<file path="src/rtl/fifo_rr_scheduler_if.sv">
// Bundle of FIFO-side signals between the round-robin scheduler and the four
// input / four output FIFOs it sequences.
interface fifo_rr_scheduler_if #(
   parameter int WORD_SIZE = 10,
   parameter int CNT_SIZE  = 8
);
   logic                   arb_en;
   logic [3:0]             in_empty;
   logic [4*WORD_SIZE-1:0] in_data;
   logic [3:0]             out_almost_full;
   logic [3:0]             in_pop;
   logic [3:0]             out_push;
   logic [WORD_SIZE-1:0]   out_data;
   logic [1:0]             state;
   logic                   idle;
   logic [CNT_SIZE-1:0]    xfer_count;

   modport master (
      output arb_en, in_empty, in_data, out_almost_full,
      input  in_pop, out_push, out_data, state, idle, xfer_count
   );

   modport slave (
      input  arb_en, in_empty, in_data, out_almost_full,
      output in_pop, out_push, out_data, state, idle, xfer_count
   );
endinterface

</file>
<file path="src/rtl/fifo_rr_scheduler.sv">
// Round-robin scheduler: pops four input FIFOs in turn and pushes each word to
// the output FIFO named by its two top bits, with a fixed 2-cycle pop-to-push latency.
module fifo_rr_scheduler #(
   parameter int WORD_SIZE = 10,
   parameter int CNT_SIZE  = 8
) (
   input logic               clk,
   input logic               reset_L,
   fifo_rr_scheduler_if.slave bus
);

   typedef enum logic [1:0] {
      IDLE   = 2'd0,
      ACTIVE = 2'd1,
      STALL  = 2'd2
   } state_e;

   state_e               state_q;
   logic [1:0]           last_q;
   logic [3:0]           excl_q;
   logic                 inflightValid_q;
   logic [1:0]           inflightIdx_q;
   logic [3:0]           out_push_q;
   logic [WORD_SIZE-1:0] out_data_q;
   logic [CNT_SIZE-1:0]  xfer_count_q;

   logic [3:0]           eligible;
   logic [3:0]           pop_d;
   logic [1:0]           grant_d;
   logic [1:0]           candIdx;
   logic [WORD_SIZE-1:0] flightWord;
   logic [1:0]           flightDest;

   // The empty flag lags the read pointer by a cycle, so an input popped last
   // cycle is masked out. Descending scan leaves the input nearest last+1 as winner.
   always_comb begin
      eligible = ~bus.in_empty & ~excl_q;
      pop_d    = '0;
      grant_d  = last_q;
      candIdx  = last_q;
      if (state_q == ACTIVE && bus.arb_en && bus.out_almost_full == 4'b0000) begin
         for (int k = 4; k >= 1; k--) begin
            candIdx = last_q + 2'(k);
            if (eligible[candIdx]) begin
               grant_d = candIdx;
            end
         end
         if (eligible != 4'b0000) begin
            pop_d = 4'b0001 << grant_d;
         end
      end
   end

   always_comb begin
      flightWord = '0;
      for (int i = 0; i < 4; i++) begin
         if (inflightIdx_q == 2'(i)) begin
            flightWord = bus.in_data[i*WORD_SIZE +: WORD_SIZE];
         end
      end
      flightDest = flightWord[WORD_SIZE-1:WORD_SIZE-2];
   end

   // Words already popped are always pushed the next edge, regardless of state,
   // so the output FIFOs must reserve two entries below their almost-full mark.
   always_ff @(posedge clk or posedge reset_L) begin
      if (reset_L) begin
         state_q         <= IDLE;
         last_q          <= 2'd3;
         excl_q          <= '0;
         inflightValid_q <= 1'b0;
         inflightIdx_q   <= '0;
         out_push_q      <= '0;
         out_data_q      <= '0;
         xfer_count_q    <= '0;
      end else begin
         case (state_q)
            IDLE: begin
               if (bus.arb_en && !(&bus.in_empty)) begin
                  state_q <= ACTIVE;
               end
            end
            ACTIVE: begin
               if (|bus.out_almost_full) begin
                  state_q <= STALL;
               end else if (!bus.arb_en || (&bus.in_empty)) begin
                  state_q <= IDLE;
               end
            end
            STALL: begin
               if (!bus.arb_en) begin
                  state_q <= IDLE;
               end else if (bus.out_almost_full == 4'b0000) begin
                  state_q <= ACTIVE;
               end
            end
            default: state_q <= IDLE;
         endcase

         excl_q <= pop_d;
         if (|pop_d) begin
            last_q <= grant_d;
         end
         inflightValid_q <= |pop_d;
         inflightIdx_q   <= grant_d;

         if (inflightValid_q) begin
            out_data_q   <= flightWord;
            out_push_q   <= 4'b0001 << flightDest;
            xfer_count_q <= xfer_count_q + CNT_SIZE'(1);
         end else begin
            out_push_q <= '0;
         end
      end
   end

   assign bus.in_pop     = pop_d;
   assign bus.out_push   = out_push_q;
   assign bus.out_data   = out_data_q;
   assign bus.state      = state_q;
   assign bus.xfer_count = xfer_count_q;
   assign bus.idle       = (state_q == IDLE) && !inflightValid_q && (out_push_q == 4'b0000);

endmodule

</file>
<file path="src/flat_wrapper.sv">
// flat-port wrapper written by rule: the top's interface ports become plain ports
module fifo_rr_scheduler_flat 
#(
   parameter int WORD_SIZE = 10,
   parameter int CNT_SIZE  = 8
)
  (clk, reset_L, bus_arb_en, bus_in_empty, bus_in_data, bus_out_almost_full, bus_in_pop, bus_out_push, bus_out_data, bus_state, bus_idle, bus_xfer_count);
  fifo_rr_scheduler_if #(.WORD_SIZE(WORD_SIZE), .CNT_SIZE(CNT_SIZE)) bus_i ();
  input logic clk;
  input logic reset_L;
  input wire logic [$bits(bus_i.arb_en)-1:0] bus_arb_en;
  input wire logic [$bits(bus_i.in_empty)-1:0] bus_in_empty;
  input wire logic [$bits(bus_i.in_data)-1:0] bus_in_data;
  input wire logic [$bits(bus_i.out_almost_full)-1:0] bus_out_almost_full;
  output wire logic [$bits(bus_i.in_pop)-1:0] bus_in_pop;
  output wire logic [$bits(bus_i.out_push)-1:0] bus_out_push;
  output wire logic [$bits(bus_i.out_data)-1:0] bus_out_data;
  output wire logic [$bits(bus_i.state)-1:0] bus_state;
  output wire logic [$bits(bus_i.idle)-1:0] bus_idle;
  output wire logic [$bits(bus_i.xfer_count)-1:0] bus_xfer_count;
  assign bus_i.arb_en = bus_arb_en;
  assign bus_i.in_empty = bus_in_empty;
  assign bus_i.in_data = bus_in_data;
  assign bus_i.out_almost_full = bus_out_almost_full;
  assign bus_in_pop = bus_i.in_pop;
  assign bus_out_push = bus_i.out_push;
  assign bus_out_data = bus_i.out_data;
  assign bus_state = bus_i.state;
  assign bus_idle = bus_i.idle;
  assign bus_xfer_count = bus_i.xfer_count;
  fifo_rr_scheduler #(.WORD_SIZE(WORD_SIZE), .CNT_SIZE(CNT_SIZE)) u_core (.clk(clk), .reset_L(reset_L), .bus(bus_i));
endmodule
</file>
<file path="config.mk">
export PLATFORM = sky130hd
export DESIGN_NAME = fifo_rr_scheduler_flat
export DESIGN_NICKNAME = d
export VERILOG_FILES = /design/src/rtl/fifo_rr_scheduler_if.sv /design/src/rtl/fifo_rr_scheduler.sv /design/src/flat_wrapper.sv
export SDC_FILE = /design/constraint.sdc
export NUM_CORES = 1
export LEC_CHECK = 0
export CAP_MARGIN = 40
export CORE_UTILIZATION = 43
export DETAILED_ROUTE_END_ITERATION = 12
export PLACE_DENSITY = 0.85
export SYNTH_ARGS = -nofsm -noshare
export SYNTH_HDL_FRONTEND = slang
export SYNTH_SLANG_ARGS = --single-unit
</file>
<file path="constraint.sdc">
create_clock -name clk -period 4.41 [get_ports clk]
set_clock_uncertainty 0.15 [all_clocks]
set_input_delay 0.6615 -clock clk [delete_from_list [all_inputs] [get_ports clk]]
set_output_delay 0.6615 -clock clk [all_outputs]
set_load 0.005 [all_outputs]
</file>
---- Yosys cells after proc, flatten, opt, wreduce, memory -nomap -nowiden ----
Cells that the tools add are included.
storage, ports and cells
  bits in registers ....................... 33
  input bits .............................. 51
  output and inout port bits .............. 29
  word-level logic and storage cells ...... 70
operators by class
  add/sub/neg operators ................... 4
  magnitude comparators ................... 3
  equality and inequality tests ........... 8
  shift operators ......................... 2
  multiplexer cells ....................... 24
  bitwise logic cells ..................... 3
  reduce and logical (&&, ||, !) cells .... 18
operators with widths
  kind                 number
  $mux 10              4
  $mux 2               10
  $mux 4               3
  $lt 2x3->1 const B   3
  $add 8x1->8 const B  1
  $logic_not 4->1      2
  $not 4->4            2
  $reduce_or 4->1      2
  $shl 1x2->4 const A  2
  $bmux 1 s2           3
  $eq 2x2->1 const B   3
  $pmux 2 s3           1
  $logic_and 1x1->1    5
  $add 2x2->2 const B  2
  $and 4x4->4          1
  $eq 2x1->1 const B   2
  $logic_not 2->1      2
  $reduce_and 4->1     1
  $reduce_bool 4->1    1
  $logic_not 1->1      3
  $mux 1               3
  $ne 3x2->1 const B   1
  $ne 3x3->1 const B   1
  $reduce_and 3->1     1
  3 further kinds      3

---- Longest topological paths before layout ----
Gate-level depths: netlist of run 1.
  depth in word-level cells ............... 12
  gate-level depth with buffers ........... 4
  mapped depth without buffers ............ 4

---- Worst setup path after synthesis of run 1 ----
No wires, ideal clock.
  kind .................................... input port to output port
  from .................................... input port bus_in_empty[3]
  to ...................................... output port bus_in_pop[3]
  data arrival time ....................... 1.661 ns
  required time ........................... 3.599 ns
  path slack .............................. 1.937 ns
  stages on the path ...................... 4
  buffers on the path ..................... 0
  cell sequence ........................... or2_1 a22o_1 a211o_1 nor3_1
between the ends
  word-level cells in the longest chain between the ends .. 11
  elaborated cells on any way between the ends .. 16
  classes of those cells .................. 1 x shift; 12 x mux; 2 x bitwise; 1 x reduce/logical
ends and longest elaborated chain
  item                          RTL line                 text
  start, declared               flat_wrapper.sv:12       input wire logic [$bits(bus_i.in_empty)-1:0] bus_in_empty;
  $not 4->4 (*)                 fifo_rr_scheduler.sv:37  eligible = ~bus.in_empty & ~excl_q;
  $and 4x4->4 (*)               fifo_rr_scheduler.sv:37
  $bmux 1 s2                    fifo_rr_scheduler.sv:44  if (eligible[candIdx]) begin
  $mux 1 (implied by the code)  fifo_rr_scheduler.sv:44
  $mux 2 (3 in series)          fifo_rr_scheduler.sv:44
  $mux 2                        fifo_rr_scheduler.sv:41  if (state_q == ACTIVE && bus.arb_en && bus.out_almost_full == 4'b0000) begin
  $shl 1x2->4                   fifo_rr_scheduler.sv:49  pop_d = 4'b0001 << grant_d;
  $mux 4 (*)                    fifo_rr_scheduler.sv:48  if (eligible != 4'b0000) begin
  $mux 4 (*)                    fifo_rr_scheduler.sv:41
  end, declared                 flat_wrapper.sv:15       output wire logic [$bits(bus_i.in_pop)-1:0] bus_in_pop;
Mark *: on every way between the ends. The rest lies on a longest branch, timed or not. The select of a mux whose other input is x is not followed.

---- Worst setup path in the final report of run 1 ----
  from .................................... input port bus_out_almost_full[1]
  to ...................................... output port bus_in_pop[2]
between the ends
  word-level cells in the longest chain between the ends .. 3
ends and longest elaborated chain
  item               RTL line                 text
  start, declared    flat_wrapper.sv:14       input wire logic [$bits(bus_i.out_almost_full)-1:0] bus_out_almost_full;
  $logic_not 4->1    fifo_rr_scheduler.sv:41
  $logic_and 1x1->1  fifo_rr_scheduler.sv:41
  $mux 4             fifo_rr_scheduler.sv:41
Every way passes these cells.

==> results.md, run 1 <==
* Status: completed
* ANT nets after route at 0
* Worst-path clk slew at about 0.07 ns
* Final worst path period need at 3.69 ns
* Post-CTS setup buffer count at 0
* Final setup viols at 0
* # port buffers at ~80
* Wire length per cell at ~16 µm
* Sink Count at 33
* Gpl congestion at 0.925
* Later-pin clock latency in the skew report at 0.28 ns
* Worst-margin pin slew at between 0.7 and 0.8 ns
* Fillers at 251
* CTS resizes at 0
* Largest net degree at the start of global routing at 34
* Power Density at approximately 400 nW/µm²
* Die X at 63.6 µm
* Worst setup SP type: primary input
* Worst VDD drop at roughly 0.22 mV
* Detailed Routing Iterations Pass 1 at 4
* Number of remaining DRC errors at 0
* Hold Path Class: flip-flop to flip-flop
* Dominant cells by area after synthesis: dfrtp_1 (48%), mux4_2 (14%), mux2_2 (7.6%)
* Lkg Pwr at 1.08 nW
* Crit-path leading delay family: simple AND/OR/NAND/NOR gates
* CP max stage cell: clkdlybuf4s50_1
* Yosys top cell area share at 47.6%
* Net count, final at 263
* RSZ-0062 raised after global routing: false
* Number of synthesis warnings at 0
* Reg area at 828 µm²
* Clock power frac at between 20% and 30%
* Net Switching at ~0.30 mW
* Flop pwr share at 44.4%
* Crit Path Category: primary input to output pin
* Routed WL at 4.07 mm
* All-layer global routing usage at 21.7%
* Max FO, Critical Path at 4
* Commonest non-fill, non-tap cell in the layout: clkdlybuf4s50_1
* Vias in the first global route at 1507
* Seq/Total Area, Yosys at 50.8%
* Crit path cell chain: clkdlybuf4s50_1 -> nor4_1 -> o2111ai_1 -> nor4_1 -> nor2b_1 -> clkdlybuf4s50_1
* Switching share of power at 29.5%
* DP Worst Slack at 0.746 ns
* Vias/cell at 5.45
* Root Driver: clkbuf_8
* Top-Level Pins at 80
* Final total negative setup slack at 0 ns
* Syn nets at 180
* First-pass GRT wire length at between 6 and 7 mm
* Max clock buf depth at 2
* Final WS setup at 0.719 ns
* Post-Syn Area per Cell at approximately 13 µm²
* DR iter-0 viols at around 110
* Crit. End Element: output pin
* Site row count at 21
* CP bufs+invs at 2
* Synth Instances at 128
* Slew headroom at 53.2%
* Distinct cells, synth at 36
* Area Growth Syn to Fin at 56.5%
* TritonCTS clock tree: done
* Post-synthesis register bit count at 33
* Internal at 0.719 mW
* TritonCTS Buffers at 5
* Largest area contributor in the netlist: dfrtp_1
* Final Max Tran Viols at 0
* Core area at 3470 µm²
* Most frequent cells in the layout: clkdlybuf4s50_1 (79), dfrtp_1 (31), mux2_2 (11), nor2_1 (11), mux4_2 (10)
* Overflow after GRT at 0
* Final hold vios at 0
* H-tree depth at 2
* Mapped cell area at 1630 µm²
* Worst EP arrival at 2.88 ns
* Die footprint at between 4000 and 5000 µm²
* Critical path data required time at 3.60 ns
* Initial antenna violation count at 0
* Initial Util at 47.0%
* Layout cells sized above 1 at 15.6%
* Max Cap Violations at 0
* Crit share post-route at 83.7%
* CTS Hold Bufs at 0
* HPWL Detailed at about 3.2 mm
* Diodes inserted at 0
* Die height at 63.6 µm
* Routed vias at roughly 1400
* CP peak stage delay at 0.52 ns
* Multi-input logic area at 764 µm²
* Max Clk Rate at 271 MHz
* Comb power frac at 34.8%
[layer usage]
layer	track usage, %	vias to the layer above	part of all wire (%)
li1	-	639	-
met1	22.5	681	38
met2	37.5	66	52
met3	5.80	19	5.4
met4	15.1	0	4.0
met5	0	-	0
[power groups by stage]
stage | combinational (mW) | sequential, mW | clock (mW)
2_1_floorplan | 0.212 | 0.415 | 0
3_3_place_gp | 0.339 | 0.451 | 0
3_5_place_dp | 0.354 | 0.457 | 0
4_1_cts | 0.358 | 0.454 | 0.216
5_1_grt | 0.383 | 0.466 | 0.231
6_report | 0.355 | 0.453 | 0.212
[cells by family after synthesis]
family / share of synthesized area [%]
and+or+nand+nor: 13.9
DFF: 50.8
muxes: 22.7
AOI/OAI and AO/OA: 5.84
buffers and inverters: 2.23
xor gates and xnor gates: 3.76
adders and majority gates: 0.768
[cell type report]
| class | count | share of cell area, % |
|---|---|---|
| clock inverters | 2 | 0.393 |
| clock buffers | 6 | 2.85 |
| flip-flops and latches | 33 | 32.5 |
| inverters | 5 | 0.736 |
| repair buffers | 80 | 31.3 |
| well taps | 46 | 2.26 |
| multi-input cells | 86 | 30.0 |
[flip-flops by register name (all words and copies together), names as in the netlist]
register,cells
u_core.bus.out_data,10
u_core.bus.out_push,4
u_core.bus.state,2
u_core.bus.xfer_count,8
u_core.excl_q,4
u_core.inflightIdx_q,2
u_core.inflightValid_q,1
u_core.last_q,2
[per-stage QoR]
| step | hold slack (ns) | instance area [µm²] | power, mW | util, % | instances |
|---|---|---|---|---|---|
| floorplan | 0.315 | 1630 | 0.627 | - | 128 |
| global placement | 0.308 | 2470 | 0.790 | 71.1 | 250 |
| detailed placement | 0.335 | 2470 | 0.811 | 71.1 | 250 |
| CTS | 0.344 | 2550 | 1.03 | 73.5 | 258 |
| global route | 0.361 | 2550 | 1.08 | 73.5 | 258 |
| finish | 0.338 | 2550 | 1.02 | 73.5 | 258 |
[worst paths after layout]
kind	from	end	slack, ns	cells past startpoint
worst max-delay path	bus_out_almost_full[1]	bus_in_pop[2]	0.72	6
worst min-delay path	u_core.bus.xfer_count[5]$_DFFE_PP0P_	u_core.bus.xfer_count[5]$_DFFE_PP0P_	0.34	1
worst max register to register	u_core.inflightIdx_q[0]$_DFF_PP0_	u_core.bus.out_data[9]$_DFFE_PP0P_	2.52	2
worst min register to register	u_core.bus.xfer_count[5]$_DFFE_PP0P_	u_core.bus.xfer_count[5]$_DFFE_PP0P_	0.34	1
max in group asynchronous	reset_L	u_core.last_q[1]$_DFFE_PP1P_	3.17	3
min in group asynchronous	reset_L	u_core.bus.xfer_count[3]$_DFFE_PP0P_	0.62	3
[cell usage after synthesis]
library cell / count
xor2_1: 3
dfrtp_1: 31
inv_1: 5
buf_1: 1
or4_4: 1
or3_1: 1
o2111ai_1: 1
or4_1: 2
o22ai_1: 2
nand4_1: 4
nor3b_1: 1
a22o_1: 1
or2_1: 1
nand2_1: 7
nor4_1: 4
mux4_2: 10
nor3_1: 3
o21ai_0: 3
clkbuf_1: 1
o31ai_1: 1
buf_2: 2
dfstp_2: 2
mux2_2: 11
nor3_4: 1
mux2i_1: 2
nor2b_1: 2
and3_1: 1
ha_1: 1
a211o_1: 1
a21oi_1: 3
o21a_1: 1
and2_1: 1
nor2_1: 11
o2111a_1: 1
xnor2_1: 4
nand2b_1: 1
No activity file was read; power rests on OpenSTA's default activity.
==> run 2: changes to the inputs <==
--- a/config.mk
+++ b/config.mk
@@ -6,9 +6,9 @@
 export NUM_CORES = 1
 export LEC_CHECK = 0
 export CAP_MARGIN = 40
-export CORE_UTILIZATION = 43
+export CORE_UTILIZATION = 40
 export DETAILED_ROUTE_END_ITERATION = 12
-export PLACE_DENSITY = 0.85
+export PLACE_DENSITY = 0.8
 export SYNTH_ARGS = -nofsm -noshare
 export SYNTH_HDL_FRONTEND = slang
 export SYNTH_SLANG_ARGS = --single-unit
==> constraint.sdc (replaced) <==
create_clock -name clk -period 3.8 [get_ports clk]
set_clock_uncertainty 0.15 [all_clocks]
set_input_delay 0.57 -clock clk [delete_from_list [all_inputs] [get_ports clk]]
set_output_delay 0.57 -clock clk [all_outputs]
set_load 0.005 [all_outputs]
==> results.md, run 2 (same netlist as run 1, synthesis figures left out) <==
* Status: completed
* Later-pin clock latency in the skew report at 0.28 ns
* All-layer global routing usage at 18.7%
* TritonCTS clock tree: done
* Top-Level Pins at 80
* R2r endpoint: u_core.bus.out_data[9]$_DFFE_PP0P_
* Worst-margin pin slew at 0.698 ns
* Most frequent cells in the layout: clkdlybuf4s50_1 (79), dfrtp_1 (31), mux2_2 (11), nor2_1 (11), mux4_2 (10)
* Multi-input logic area at around 760 µm²
* Max reg flops at 10
* # port buffers at around 80
* Commonest non-fill, non-tap cell in the layout: clkdlybuf4s50_1
* Routed WL at about 3.7 mm
* HPWL Detailed at 2.89 mm
* Met2 wire length at 1.96 mm
* Post-CTS setup buffer count at 0
* Initial antenna violation count at 0
* Root Driver: clkbuf_8
* CP peak stage delay at 0.52 ns
* Detailed Routing Iterations Pass 1 at 4
* Crit share post-route at 90.6%
* Worst EP arrival at approximately 2.7 ns
* Final total negative setup slack at 0 ns
* Final setup viols at 0
* Max Cap Violations at 0
* Max Clk Rate at 290 MHz
* DR iter-0 viols at 50
* Reg-to-reg startpoint: u_core.inflightIdx_q[0]$_DFF_PP0_
* Core area at 3770 µm²
* ANT nets after route at 0
* Hold Path End: u_core.bus.xfer_count[7]$_DFFE_PP0P_
* Crit Path Category: primary input to output pin
* Hold Crit Start: u_core.bus.xfer_count[7]$_DFFE_PP0P_
* Fillers at 248
* CP bufs+invs at 2
* Reg area at 828 µm²
* Largest net degree at the start of global routing at 34
* Diodes inserted at 0
* Critical path data required time at 3.08 ns
* TritonCTS Buffers at 5
* Site row count at 22
* Worst setup SP type: primary input
* Final non-filler cell total at between 200 and 300
* Sink Count at 33
* Crit-path leading delay family: buffers and inverters
* Power Density at 487 nW/µm²
* Cell area after layout at 2580 µm²
* Max clock buf depth at 2
* Wire length per cell at 14.1 µm
* CTS resizes at 0
* Number of remaining DRC errors at 0
* Top sig layer: met4
* RSZ-0062 raised after global routing: false
* Final hold vios at 0
* Worst VDD drop at 0.386 mV
* Die footprint at roughly 4300 µm²
* Net count, final at 263
* M1 WL at around 1.4 mm
* Layout cells sized above 1 at between 15 and 20%
* CTS Hold Bufs at 0
* Area Growth Syn to Fin at 58.7%
* Vias/cell at between 5 and 6
* Dpl cells at approximately 250
* Reg2reg path depth at 2
* DR WL met3 at 254 µm
* Die height at 65.8 µm
* Initial Util at 43.2%
* FF-to-FF setup slack at 1.88 ns
* Final Max Tran Viols at 0
* Crit path cell chain: clkdlybuf4s50_1 -> nor4_1 -> o2111ai_1 -> nor4_1 -> nor2b_1 -> clkdlybuf4s50_1
* Crit. End Element: output pin
* CP max stage cell: clkdlybuf4s50_1
* Max FO, Critical Path at 4
* Overflow after GRT at 0
* Routed vias at 1393
* Slew headroom at roughly 53%
* Final worst path period need at roughly 3.4 ns
* Gpl congestion at 0.904
* Worst-path clk slew at roughly 0.07 ns
* H-tree depth at 2
* Hold Path Depth at 1
* Vias in the first global route at 1461
* Hold Path Class: flip-flop to flip-flop
* Die X at 65.8 µm
* First-pass GRT wire length at slightly above 6 mm
* Placed Area at 2470 µm²
* Lkg Pwr at between 1 and 1.5 nW
==> run 2: changes by cell type in the layout (fill, tap and decap cells not counted) <==
cell / change
clkinv_2: -2
clkinvlp_4: +1
bufinv_16: +1
clkbuf_1: -1
clkinv_4: +1
==> run 2: worst max-delay path by stage <==
stage	end	start	cells after the start
after floorplan	bus_in_pop[3]	bus_in_empty[3]	4
after global placement	bus_in_pop[2]	bus_out_almost_full[1]	6
after detailed placement	bus_in_pop[2]	bus_out_almost_full[1]	6
after CTS	bus_in_pop[2]	bus_out_almost_full[1]	6
after global routing	bus_in_pop[2]	bus_out_almost_full[1]	6
final	bus_in_pop[2]	bus_out_almost_full[1]	6
==> run 2: worst register-to-register path: stages, from the launching register on <==
cell     delay (ns)
dfrtp_1        0.74
mux4_2         0.64
mux2_2         0.28
==> run 2: area by class of cell <==
cell class                 count  area share (%)
clock inverter                 3            1.79
inverter                       5           0.726
timing repair buffer          80            30.9
tap                           48            2.32
sequential                    33            32.0
multi-input combinational     86            29.6
clock buffer                   5            2.66
==> run 2: per-layer routing <==
metal | vias up | track usage (%)
met5 | - | 0
li1 | 639 | -
met3 | 9 | 4.48
met4 | 0 | 7.61
met2 | 63 | 33.3
met1 | 682 | 21.2
==> run 2: report_power, final <==
part / switching [mW] / internal (mW) / total (mW)
sequential: 0.0984 / 0.423 / 0.521
clock: 0.131 / 0.196 / 0.327
combinational: 0.127 / 0.285 / 0.411
total: 0.356 / 0.903 / 1.26
==> run 2: through the flow <==
stage | total power, mW | worst slack, ns | util, % | hold slack (ns)
after floorplan | 0.728 | 1.51 | - | 0.315
after global placement | 0.925 | 0.467 | 65.5 | 0.309
after detailed placement | 0.940 | 0.353 | 65.5 | 0.322
after CTS | 1.27 | 0.352 | 68.5 | 0.334
after global routing | 1.33 | 0.186 | 68.5 | 0.370
final | 1.26 | 0.356 | 68.5 | 0.331
==> run 3: changes to the inputs <==
--- a/config.mk
+++ b/config.mk
@@ -5,10 +5,12 @@
 export SDC_FILE = /design/constraint.sdc
 export NUM_CORES = 1
 export LEC_CHECK = 0
-export CAP_MARGIN = 40
+export CAP_MARGIN = 20
+export CORE_MARGIN = 4
 export CORE_UTILIZATION = 40
 export DETAILED_ROUTE_END_ITERATION = 12
 export PLACE_DENSITY = 0.8
 export SYNTH_ARGS = -nofsm -noshare
 export SYNTH_HDL_FRONTEND = slang
 export SYNTH_SLANG_ARGS = --single-unit
+export TNS_END_PERCENT = 1
==> results.md, run 3 (same netlist as run 1, synthesis figures left out) <==
* Status: completed
* Final worst path period need at 3.37 ns
* Most frequent cells in the layout: clkdlybuf4s50_1 (79), dfrtp_1 (31), mux2_2 (11), nor2_1 (11), mux4_2 (10)
* TritonCTS Buffers at 5
* Max reg flops at 10
* Worst VDD drop at 0.263 mV
* Final total negative setup slack at 0 ns
* Wire length per cell at 16.0 µm
* First-pass GRT wire length at 6.62 mm
* Layout cells sized above 1 at 15.6%
* Hold_ws at 0.334 ns
* Max FO, Critical Path at 6
* Die X at 71.8 µm
* Max Cap Violations at 0
* Cell mode on critical path: clkdlybuf4s50_1
* Vias in the first global route at ~1400
* Die height at 71.8 µm
* TritonCTS clock tree: done
* CP peak stage delay at 0.55 ns
* Critical path data required time at between 3 and 4 ns
* Max Clk Rate at 297 MHz
* Commonest non-fill, non-tap cell in the layout: clkdlybuf4s50_1
* Number of remaining DRC errors at 0
* CP bufs+invs at 2
* Final WS setup at 0.429 ns
* Multi-input logic area at 764 µm²
* Power Density at 462 nW/µm²
* Root Driver: clkbuf_8
* Max clock buf depth at 2
* Site row count at 22
* # port buffers at 79
* Lkg Pwr at 1.08 nW
* Crit-path leading delay family: buffers and inverters
* Net Switching at about 0.34 mW
* Vias/cell at around 5.4
* Net count, final at 263
* Fillers at 284
* Diodes inserted at 0
* Die footprint at 5160 µm²
* H-tree depth at 2
* Core area at between 3000 and 4000 µm²
* Initial antenna violation count at 0
* Area Growth Syn to Fin at 56.7%
* HPWL Detailed at 3.33 mm
* ANT nets after route at 0
* Crit. End Element: output pin
* Gpl congestion at between 0.8 and 0.9
* RSZ-0062 raised after global routing: false
* Overflow after GRT at 0
* Flop pwr share at 44.0%
* Internal at 0.834 mW
* Worst-margin pin slew at 0.716 ns
* Detailed Routing Iterations Pass 1 at 4
* Crit path cell chain: clkdlybuf4s50_1 -> or2_1 -> a22o_1 -> a211o_1 -> nor3_1 -> clkdlybuf4s50_1
* Comb power frac at approximately a third
* Clock power frac at 21.2%
* Switching share of power at 29.3%
* CP max stage cell: clkdlybuf4s50_1
* Worst-path clk slew at 0.06 ns
* Crit share post-route at 88.7%
* Crit Path Category: primary input to output pin
* Largest net degree at the start of global routing at 34
* All-layer global routing usage at 16.5%
* Hold Path Class: flip-flop to flip-flop
* Post-CTS setup buffer count at 0
* CTS Hold Bufs at 0
* CTS resizes at 0
* Worst setup SP type: primary input
* DR iter-0 viols at 86
* Final Max Tran Viols at 0
* Worst EP arrival at 2.65 ns
* Routed WL at 4.15 mm
* Routed vias at 1395
* Later-pin clock latency in the skew report at 0.28 ns
* Reg area at 828 µm²
* Slew headroom at 52.3%
* DP Worst Slack at about 0.4 ns
* Top-Level Pins at 80
* Final setup viols at 0
* Initial Util at between 40% and 50%
* Sink Count at 33
* Final hold vios at 0
[run 3: cell types whose count changed in the layout (fill, tap and decap cells not counted), sizes merged]
cell      delta
bufinv       -1
clkinvlp     -1
clkinv       +1
clkbuf       +1
[run 3: per-stage QoR]
step | total power, mW | util (%) | instances | area (µm²)
3_3_place_gp | 0.926 | 65.0 | 252 | 2470
5_1_grt | 1.25 | 67.2 | 260 | 2550
2_1_floorplan | 0.728 | - | 128 | 1630
4_1_cts | 1.20 | 67.2 | 260 | 2550
6_report | 1.18 | 67.2 | 260 | 2550
3_5_place_dp | 0.943 | 65.0 | 252 | 2470
[run 3: power by group through the flow]
stage                     logic [mW]  registers, mW  clock network, mW
after global routing           0.442          0.539              0.272
final                          0.411          0.519              0.250
after floorplan                0.247          0.482                  0
after CTS                      0.416          0.523              0.257
after global placement         0.400          0.525                  0
after detailed placement       0.413          0.530                  0
[run 3: cell type report]
class / count / share of cell area [%]
flip-flops and latches: 33 / 32.5
repair buffers: 80 / 31.3
multi-input cells: 86 / 30.0
clock buffers: 6 / 2.84
well taps: 48 / 2.35
inverters: 5 / 0.735
clock inverters: 2 / 0.392
[run 3: per-layer routing]
metal / vias up / track usage (%) / share of wire, %
met2: 70 / 28.6 / 52
met5: - / 0 / 0
li1: 643 / - / -
met4: 0 / 9.60 / 3.7
met3: 15 / 3.51 / 7.3
met1: 667 / 18.5 / 37
[run 3: worst paths after layout]
kind | start | cells after the start | slack, ns | endpoint
max in group asynchronous | reset_L | 3 | 2.65 | u_core.last_q[0]$_DFFE_PP1P_
setup / recovery | bus_in_empty[3] | 6 | 0.43 | bus_in_pop[3]
setup reg to reg | u_core.inflightIdx_q[0]$_DFF_PP0_ | 2 | 1.92 | u_core.bus.out_data[9]$_DFFE_PP0P_
min in group asynchronous | reset_L | 3 | 0.53 | u_core.bus.state[0]$_DFFE_PP0P_
hold reg to reg | u_core.bus.xfer_count[7]$_DFFE_PP0P_ | 1 | 0.33 | u_core.bus.xfer_count[7]$_DFFE_PP0P_
hold / removal | u_core.bus.xfer_count[7]$_DFFE_PP0P_ | 1 | 0.33 | u_core.bus.xfer_count[7]$_DFFE_PP0P_
[run 3: worst reg2reg max path: stages (launching register included)]
cell and delay [ns]:
dfrtp_1 0.71, mux4_2 0.63, mux2_2 0.28
